`config.mk`:
```
export PLATFORM = sky130hd
export DESIGN_NAME = register_file
export DESIGN_NICKNAME = d
export VERILOG_FILES = /design/src/rtl/register_file.sv
export SDC_FILE = /design/constraint.sdc
export NUM_CORES = 2
export LEC_CHECK = 0
export ABC_CLOCK_PERIOD_IN_PS = 9300
export BUFFER_PORTS_ARGS = -buffer_cell sky130_fd_sc_hd__buf_2
export CORE_MARGIN = 8
export CORE_UTILIZATION = 45
export CTS_CLUSTER_DIAMETER = 40
export DETAILED_ROUTE_END_ITERATION = 7
export MAX_ROUTING_LAYER = met4
export PLACE_DENSITY = 0.69
export SLEW_MARGIN = 15
export SYNTH_ARGS = -nofsm -noshare
export SYNTH_HDL_FRONTEND = slang
export SYNTH_SLANG_ARGS = --single-unit
export TNS_END_PERCENT = 100
```
`constraint.sdc`:
```
create_clock -name clk_in -period 9.3 [get_ports clk_in]
set_clock_uncertainty 0.05 [all_clocks]
set_input_delay 1.86 -clock clk_in [delete_from_list [all_inputs] [get_ports clk_in]]
set_output_delay 1.86 -clock clk_in [all_outputs]
set_load 0.03 [all_outputs]
```
`src/rtl/register_file.sv`:
```
// Architectural register file with rename/status table for the RV32I out-of-order core.
// Issue marks destinations pending on a ROB tag; ROB commits write values and release matching tags.
module register_file #(
    parameter int ROB_WIDTH = 4,
    parameter int REG_COUNT = 32
) (
    input  logic                 clk_in,
    input  logic                 rst_in,
    input  logic                 rdy_in,
    input  logic                 clear_signal,
    input  logic                 issue_signal,
    input  logic [4:0]           issue_rd_id,
    input  logic [ROB_WIDTH-1:0] issue_tag,
    input  logic [4:0]           rs1_id,
    input  logic [4:0]           rs2_id,
    output logic [31:0]          rs1_value,
    output logic [31:0]          rs2_value,
    output logic                 rs1_busy,
    output logic                 rs2_busy,
    output logic [ROB_WIDTH-1:0] rs1_tag,
    output logic [ROB_WIDTH-1:0] rs2_tag,
    input  logic                 reg_done,
    input  logic [31:0]          reg_value,
    input  logic [4:0]           reg_id,
    input  logic [ROB_WIDTH-1:0] reg_tag
);

    localparam int ID_W  = 5;
    localparam int RD_W  = 1 + ROB_WIDTH + 32;

    logic [31:0]          r_value [REG_COUNT];
    logic [ROB_WIDTH-1:0] r_tag   [REG_COUNT];
    logic [REG_COUNT-1:0] r_busy;

    logic [REG_COUNT-1:0] w_commit_hit;
    logic [REG_COUNT-1:0] w_issue_hit;
    logic [REG_COUNT-1:0] w_release;
    logic [RD_W-1:0]      w_rd1;
    logic [RD_W-1:0]      w_rd2;

    // Read one source: x0 is hardwired zero, a same-cycle matching commit is forwarded.
    function automatic logic [RD_W-1:0] read_port(
        input logic [ID_W-1:0]      id,
        input logic [31:0]          val,
        input logic [ROB_WIDTH-1:0] tag,
        input logic                 busy,
        input logic                 c_done,
        input logic [ID_W-1:0]      c_id,
        input logic [ROB_WIDTH-1:0] c_tag,
        input logic [31:0]          c_val
    );
        logic [RD_W-1:0] res;
        if (id == 5'd0) begin
            res = {1'b0, {ROB_WIDTH{1'b0}}, 32'd0};
        end else if (c_done && (c_id == id) && busy && (tag == c_tag)) begin
            res = {1'b0, tag, c_val};
        end else begin
            res = {busy, tag, val};
        end
        return res;
    endfunction

    // Per-register decode of commit, issue and tag-matched busy release.
    always_comb begin
        w_commit_hit = {REG_COUNT{1'b0}};
        w_issue_hit  = {REG_COUNT{1'b0}};
        w_release    = {REG_COUNT{1'b0}};
        for (int i = 1; i < REG_COUNT; i++) begin
            w_commit_hit[i] = reg_done && (reg_id == ID_W'(i));
            w_issue_hit[i]  = issue_signal && !clear_signal && (issue_rd_id == ID_W'(i));
            w_release[i]    = w_commit_hit[i] && r_busy[i] && (r_tag[i] == reg_tag);
        end
    end

    // State update: value writes are independent; busy priority is flush > issue > release.
    always_ff @(posedge clk_in or negedge rst_in) begin
        if (!rst_in) begin
            r_busy <= {REG_COUNT{1'b0}};
            for (int i = 0; i < REG_COUNT; i++) begin
                r_value[i] <= 32'd0;
                r_tag[i]   <= {ROB_WIDTH{1'b0}};
            end
        end else if (rdy_in) begin
            for (int i = 1; i < REG_COUNT; i++) begin
                if (w_commit_hit[i]) begin
                    r_value[i] <= reg_value;
                end
                if (clear_signal) begin
                    r_busy[i] <= 1'b0;
                end else if (w_issue_hit[i]) begin
                    r_busy[i] <= 1'b1;
                    r_tag[i]  <= issue_tag;
                end else if (w_release[i]) begin
                    r_busy[i] <= 1'b0;
                end
            end
        end
    end

    // Zero-latency source reads from pre-issue state.
    always_comb begin
        w_rd1 = read_port(rs1_id, r_value[rs1_id], r_tag[rs1_id], r_busy[rs1_id],
                          reg_done, reg_id, reg_tag, reg_value);
        w_rd2 = read_port(rs2_id, r_value[rs2_id], r_tag[rs2_id], r_busy[rs2_id],
                          reg_done, reg_id, reg_tag, reg_value);
    end

    assign rs1_busy  = w_rd1[RD_W-1];
    assign rs1_tag   = w_rd1[32 +: ROB_WIDTH];
    assign rs1_value = w_rd1[31:0];
    assign rs2_busy  = w_rd2[RD_W-1];
    assign rs2_tag   = w_rd2[32 +: ROB_WIDTH];
    assign rs2_value = w_rd2[31:0];

endmodule

```
==> report_table.html <==
<table>
<tr><th>Metric</th><th>Value</th></tr>
<tr><th colspan="2">Logic synthesis</th></tr>
<tr><td>Library cells used by synthesis</td><td>51</td></tr>
<tr><td>Proportion of synthesized chip area in sequential cells</td><td>45.0%</td></tr>
<tr><td>Post-Syn Area</td><td>63800 um2</td></tr>
<tr><td>Number of flip-flops and latches in the synthesized netlist</td><td>1147</td></tr>
<tr><td>Synth Net Count</td><td>4162</td></tr>
<tr><td>Syn Inst Count</td><td>4096</td></tr>
<tr><td>Post-synthesis average cell area</td><td>15.6 um2</td></tr>
<tr><td>Synth warn</td><td>37</td></tr>
<tr><td>Commonest register cell after synthesis</td><td>sky130_fd_sc_hd__dfrtp_1</td></tr>
<tr><td>Count of flip-flops with a built-in enable after synthesis</td><td>0</td></tr>
<tr><td>Share of flip-flops with an asynchronous set or reset after synthesis</td><td>100%</td></tr>
<tr><th colspan="2">Setup path</th></tr>
<tr><td>Critical path capture point type</td><td>primary output</td></tr>
<tr><td>Cell depth of the worst flop-to-flop path</td><td>4</td></tr>
<tr><td>Crit-path slowest cell</td><td>sky130_fd_sc_hd__or4_4</td></tr>
<tr><td>Worst r2r src</td><td>r_tag[35]</td></tr>
<tr><td>Worst-path fanout max</td><td>80</td></tr>
<tr><td>Internal reg-to-reg setup slack</td><td>7.75 ns</td></tr>
<tr><td>Worst path max stage delay</td><td>0.94 ns</td></tr>
<tr><td>Crit-path cells</td><td>buf_8 -&gt; buf_4 -&gt; mux4_2 -&gt; nand3_1 -&gt; a31oi_1 -&gt; a31o_2 -&gt; xor2_1 -&gt; or4_4 -&gt; mux2_4 -&gt; buf_2</td></tr>
<tr><td>Setup crit start kind</td><td>primary input</td></tr>
<tr><td>Worst reg2reg endpoint</td><td>r_busy[23]</td></tr>
<tr><td>Worst Path Buf+Inv</td><td>3</td></tr>
<tr><td>Cell family contributing the most delay on the critical path</td><td>buffers and inverters</td></tr>
<tr><td>Startpoint-to-endpoint class of the critical path</td><td>primary input to primary output</td></tr>
<tr><td>Worst Path Required</td><td>7.39 ns</td></tr>
<tr><td>Critical path data arrival time</td><td>5.83 ns</td></tr>
<tr><th colspan="2">STA</th></tr>
<tr><td>Pins over their slew limit</td><td>0</td></tr>
<tr><td>Count of endpoints failing hold in the final timing report</td><td>0</td></tr>
<tr><td>Highest clock frequency the design can meet</td><td>129 MHz</td></tr>
<tr><td>Final-report setup violation count</td><td>0</td></tr>
<tr><td>Worst hold slack across all endpoints</td><td>0.469 ns</td></tr>
<tr><td>Period minus WS final</td><td>7.74 ns</td></tr>
<tr><td>Actual slew at the worst max-slew pin</td><td>1.21 ns</td></tr>
<tr><td>Crit share post-route</td><td>83.2%</td></tr>
<tr><td>Setup repair after global routing missed its margin</td><td>no</td></tr>
<tr><td>Total negative slack for setup checks</td><td>0 ns</td></tr>
<tr><td>Headroom to the max-slew limit</td><td>19.4%</td></tr>
<tr><th colspan="2">Flow run</th></tr>
<tr><td>Count of max-cap constraint violations</td><td>0</td></tr>
<tr><th colspan="2">Clock tree</th></tr>
<tr><td>Root Driver</td><td>sky130_fd_sc_hd__clkbuf_16</td></tr>
<tr><td>Resized cells post-CTS</td><td>0</td></tr>
<tr><td>CTS clock-pin slew for the worst setup and hold paths</td><td>0.05 ns</td></tr>
<tr><td>Total clock sinks</td><td>1147</td></tr>
<tr><td>CTS H-tree depth</td><td>4</td></tr>
<tr><td>Buffers from clock root to sink, at most</td><td>3</td></tr>
<tr><td>Clk_lat worst skew</td><td>0.77 ns</td></tr>
<tr><td>Number of CTS-inserted buffers</td><td>150</td></tr>
<tr><td>Number of hold buffers added after cts</td><td>0</td></tr>
<tr><td>TritonCTS clock tree</td><td>done</td></tr>
<tr><td>Post-CTS Setup Bufs</td><td>0</td></tr>
<tr><th colspan="2">Placed design</th></tr>
<tr><td>Final RePlAce weighted congestion</td><td>0.887</td></tr>
<tr><td>HPWL Detailed</td><td>100000 um</td></tr>
<tr><td>Port Buf Inserts</td><td>139</td></tr>
<tr><th colspan="2">Global routing</th></tr>
<tr><td>Global routing usage summed across all routing layers</td><td>25.0%</td></tr>
<tr><td>Number of antenna violations at the first check in global routing</td><td>9</td></tr>
<tr><td>Maximum number of pins on one net before global-route repair</td><td>181</td></tr>
<tr><td>First-pass GRT wire length</td><td>281000 um</td></tr>
<tr><td>Vias in the first global route</td><td>41000</td></tr>
<tr><td>Global route overflow</td><td>0</td></tr>
<tr><th colspan="2">Hold path</th></tr>
<tr><td>Classification of the worst-slack hold path</td><td>register to register</td></tr>
<tr><td>Hold-critical path depth</td><td>1</td></tr>
<tr><td>Worst Hold Launch</td><td>r_value[567]</td></tr>
<tr><td>Hold EP</td><td>r_value[567]</td></tr>
<tr><th colspan="2">Floorplan</th></tr>
<tr><td>Floorplan row count</td><td>138</td></tr>
<tr><td>Die ar.</td><td>154000 um2</td></tr>
<tr><td>Die extent in y</td><td>392 um</td></tr>
<tr><td>Number of primary I/O pins</td><td>140</td></tr>
<tr><td>Core area</td><td>141000 um2</td></tr>
<tr><td>Initial Utilization</td><td>45.2%</td></tr>
<tr><td>Horizontal die dimension</td><td>392 um</td></tr>
<tr><th colspan="2">Cells and area</th></tr>
<tr><td>Fraction of final layout cells sized beyond drive strength 1</td><td>59.5%</td></tr>
<tr><td>Most common library cell in the layout ignoring fill and taps</td><td>sky130_fd_sc_hd__mux2_2</td></tr>
<tr><td>Synthesis-to-layout area growth</td><td>11.8%</td></tr>
<tr><td>Net total in the final layout</td><td>4090</td></tr>
<tr><td>Highest-count cells in the layout ignoring fill and taps</td><td>sky130_fd_sc_hd__mux2_2 (1295), sky130_fd_sc_hd__dfrtp_1 (1147), sky130_fd_sc_hd__mux4_2 (629)</td></tr>
<tr><th colspan="2">Power</th></tr>
<tr><td>Static Leak</td><td>31.6 nW</td></tr>
<tr><td>Pwr dens</td><td>204 nW/um2</td></tr>
<tr><td>Maximum vdd drop</td><td>0.000183 V</td></tr>
<tr><th colspan="2">Drt</th></tr>
<tr><td>Number of DRC violations after detailed-routing iteration 0</td><td>3731</td></tr>
<tr><td>Routed WL per cell</td><td>30.8 um</td></tr>
<tr><td>Post-detailed-route via-to-cell ratio</td><td>6.48</td></tr>
<tr><td>Via Count</td><td>39200</td></tr>
<tr><td>Iteration count of the initial detailed-routing pass</td><td>5</td></tr>
<tr><td>DRC errors left</td><td>0</td></tr>
<tr><td>Post-detailed-routing wire length</td><td>186000 um</td></tr>
<tr><td>Post-route ant nets</td><td>0</td></tr>
<tr><th colspan="2">Outcome</th></tr>
<tr><td>Run status</td><td>finished clean</td></tr>
</table>
## through the flow
stage | area [um2] | cells | total power, mW | worst slack [ns] | utilization, %
floorplan | 63800 | 4096 | 7.91 | 2.42 | -
global placement | 66000 | 5762 | 8.57 | 1.64 | 46.8
detailed placement | 66000 | 5762 | 8.65 | 1.60 | 46.8
CTS | 71300 | 6038 | 14.7 | 1.59 | 50.5
global route | 71300 | 6044 | 15.1 | 1.49 | 50.5
finish | 71300 | 6046 | 14.6 | 1.56 | 50.5
## synthesized netlist by cell type (all sizes together), types with 6 or more instances
master  count  share of area, %
a31o       17              0.23
nand3      29              0.23
xor2       92               1.3
inv         7             0.041
o211ai     10              0.12
nand2b      7             0.069
clkbuf    315               1.9
nand4      14              0.14
buf       108              0.93
mux4      636                22
nor3        9             0.071
nor4       23              0.23
xnor2      51              0.70
nor2       49              0.29
dfrtp    1147                45
nand2      76              0.45
nor2b      17              0.17
mux2     1324                24
mux2i      36              0.56
a22o       69              0.95
a22oi       8             0.094
a21oi       6             0.047
## sequential cells by signal, summed over array words and instances, names as in the netlist
name,flops
r_busy,31
r_value,992
r_tag,124
## area by class of cell
type                            count  area, um2
Timing Repair Buffer              199       1390
Sequential cell                  1147      28700
Tap cell                         1890       2360
Multi-Input combinational cell   2518      33500
Fill cell                       11700      69800
Clock inverter                     83        925
Antenna cell                        8       20.0
Inverter                            8       35.0
Clock buffer                      193       4300
## worst max-delay path by stage
stage                     startpoint       endpoint  slack, ns  cells after the start
after CTS                  rs1_id[1]  rs1_value[19]       1.59                     10
after global routing       rs1_id[1]  rs1_value[19]       1.49                     10
after detailed placement   rs1_id[1]  rs1_value[19]       1.60                     10
after global placement     rs1_id[1]  rs1_value[21]       1.64                     10
final                      rs1_id[1]  rs1_value[22]       1.56                     10
after floorplan            rs2_id[0]       rs2_busy       2.42                      9
## cells by family after synthesis
family	count (synthesis)	synth area share [%]
xor+xnor	143	1.96
simple gates	239	1.80
flops	1147	45.0
buf+inv	431	2.83
compound gates	140	1.79
mux	1996	46.6
## report_power, final
group          internal [mW]  switching, mW  total (mW)
logic                   1.42           1.07        2.49
clock network           3.65           2.34        5.99
registers               5.62          0.472        6.09
## layer usage
layer | global-route usage, % | vias up | share of wire [%]
met5 | - | - | 0
met4 | 8.41 | 0 | 3.5
met1 | 33.3 | 21500 | 42
li1 | - | 15800 | -
met2 | 39.0 | 1524 | 48
met3 | 4.57 | 393 | 6.6
## worst register-to-register path, delay by kind of cell (launching register included)
family / cells / cell delay [ns]
XOR/XNOR: 1 / 0.18
flip-flops: 1 / 0.43
AND/OR/NAND/NOR: 2 / 0.50
AO/OA/AOI/OAI: 1 / 0.29
Note: power is estimated with default switching activity, not from simulation.
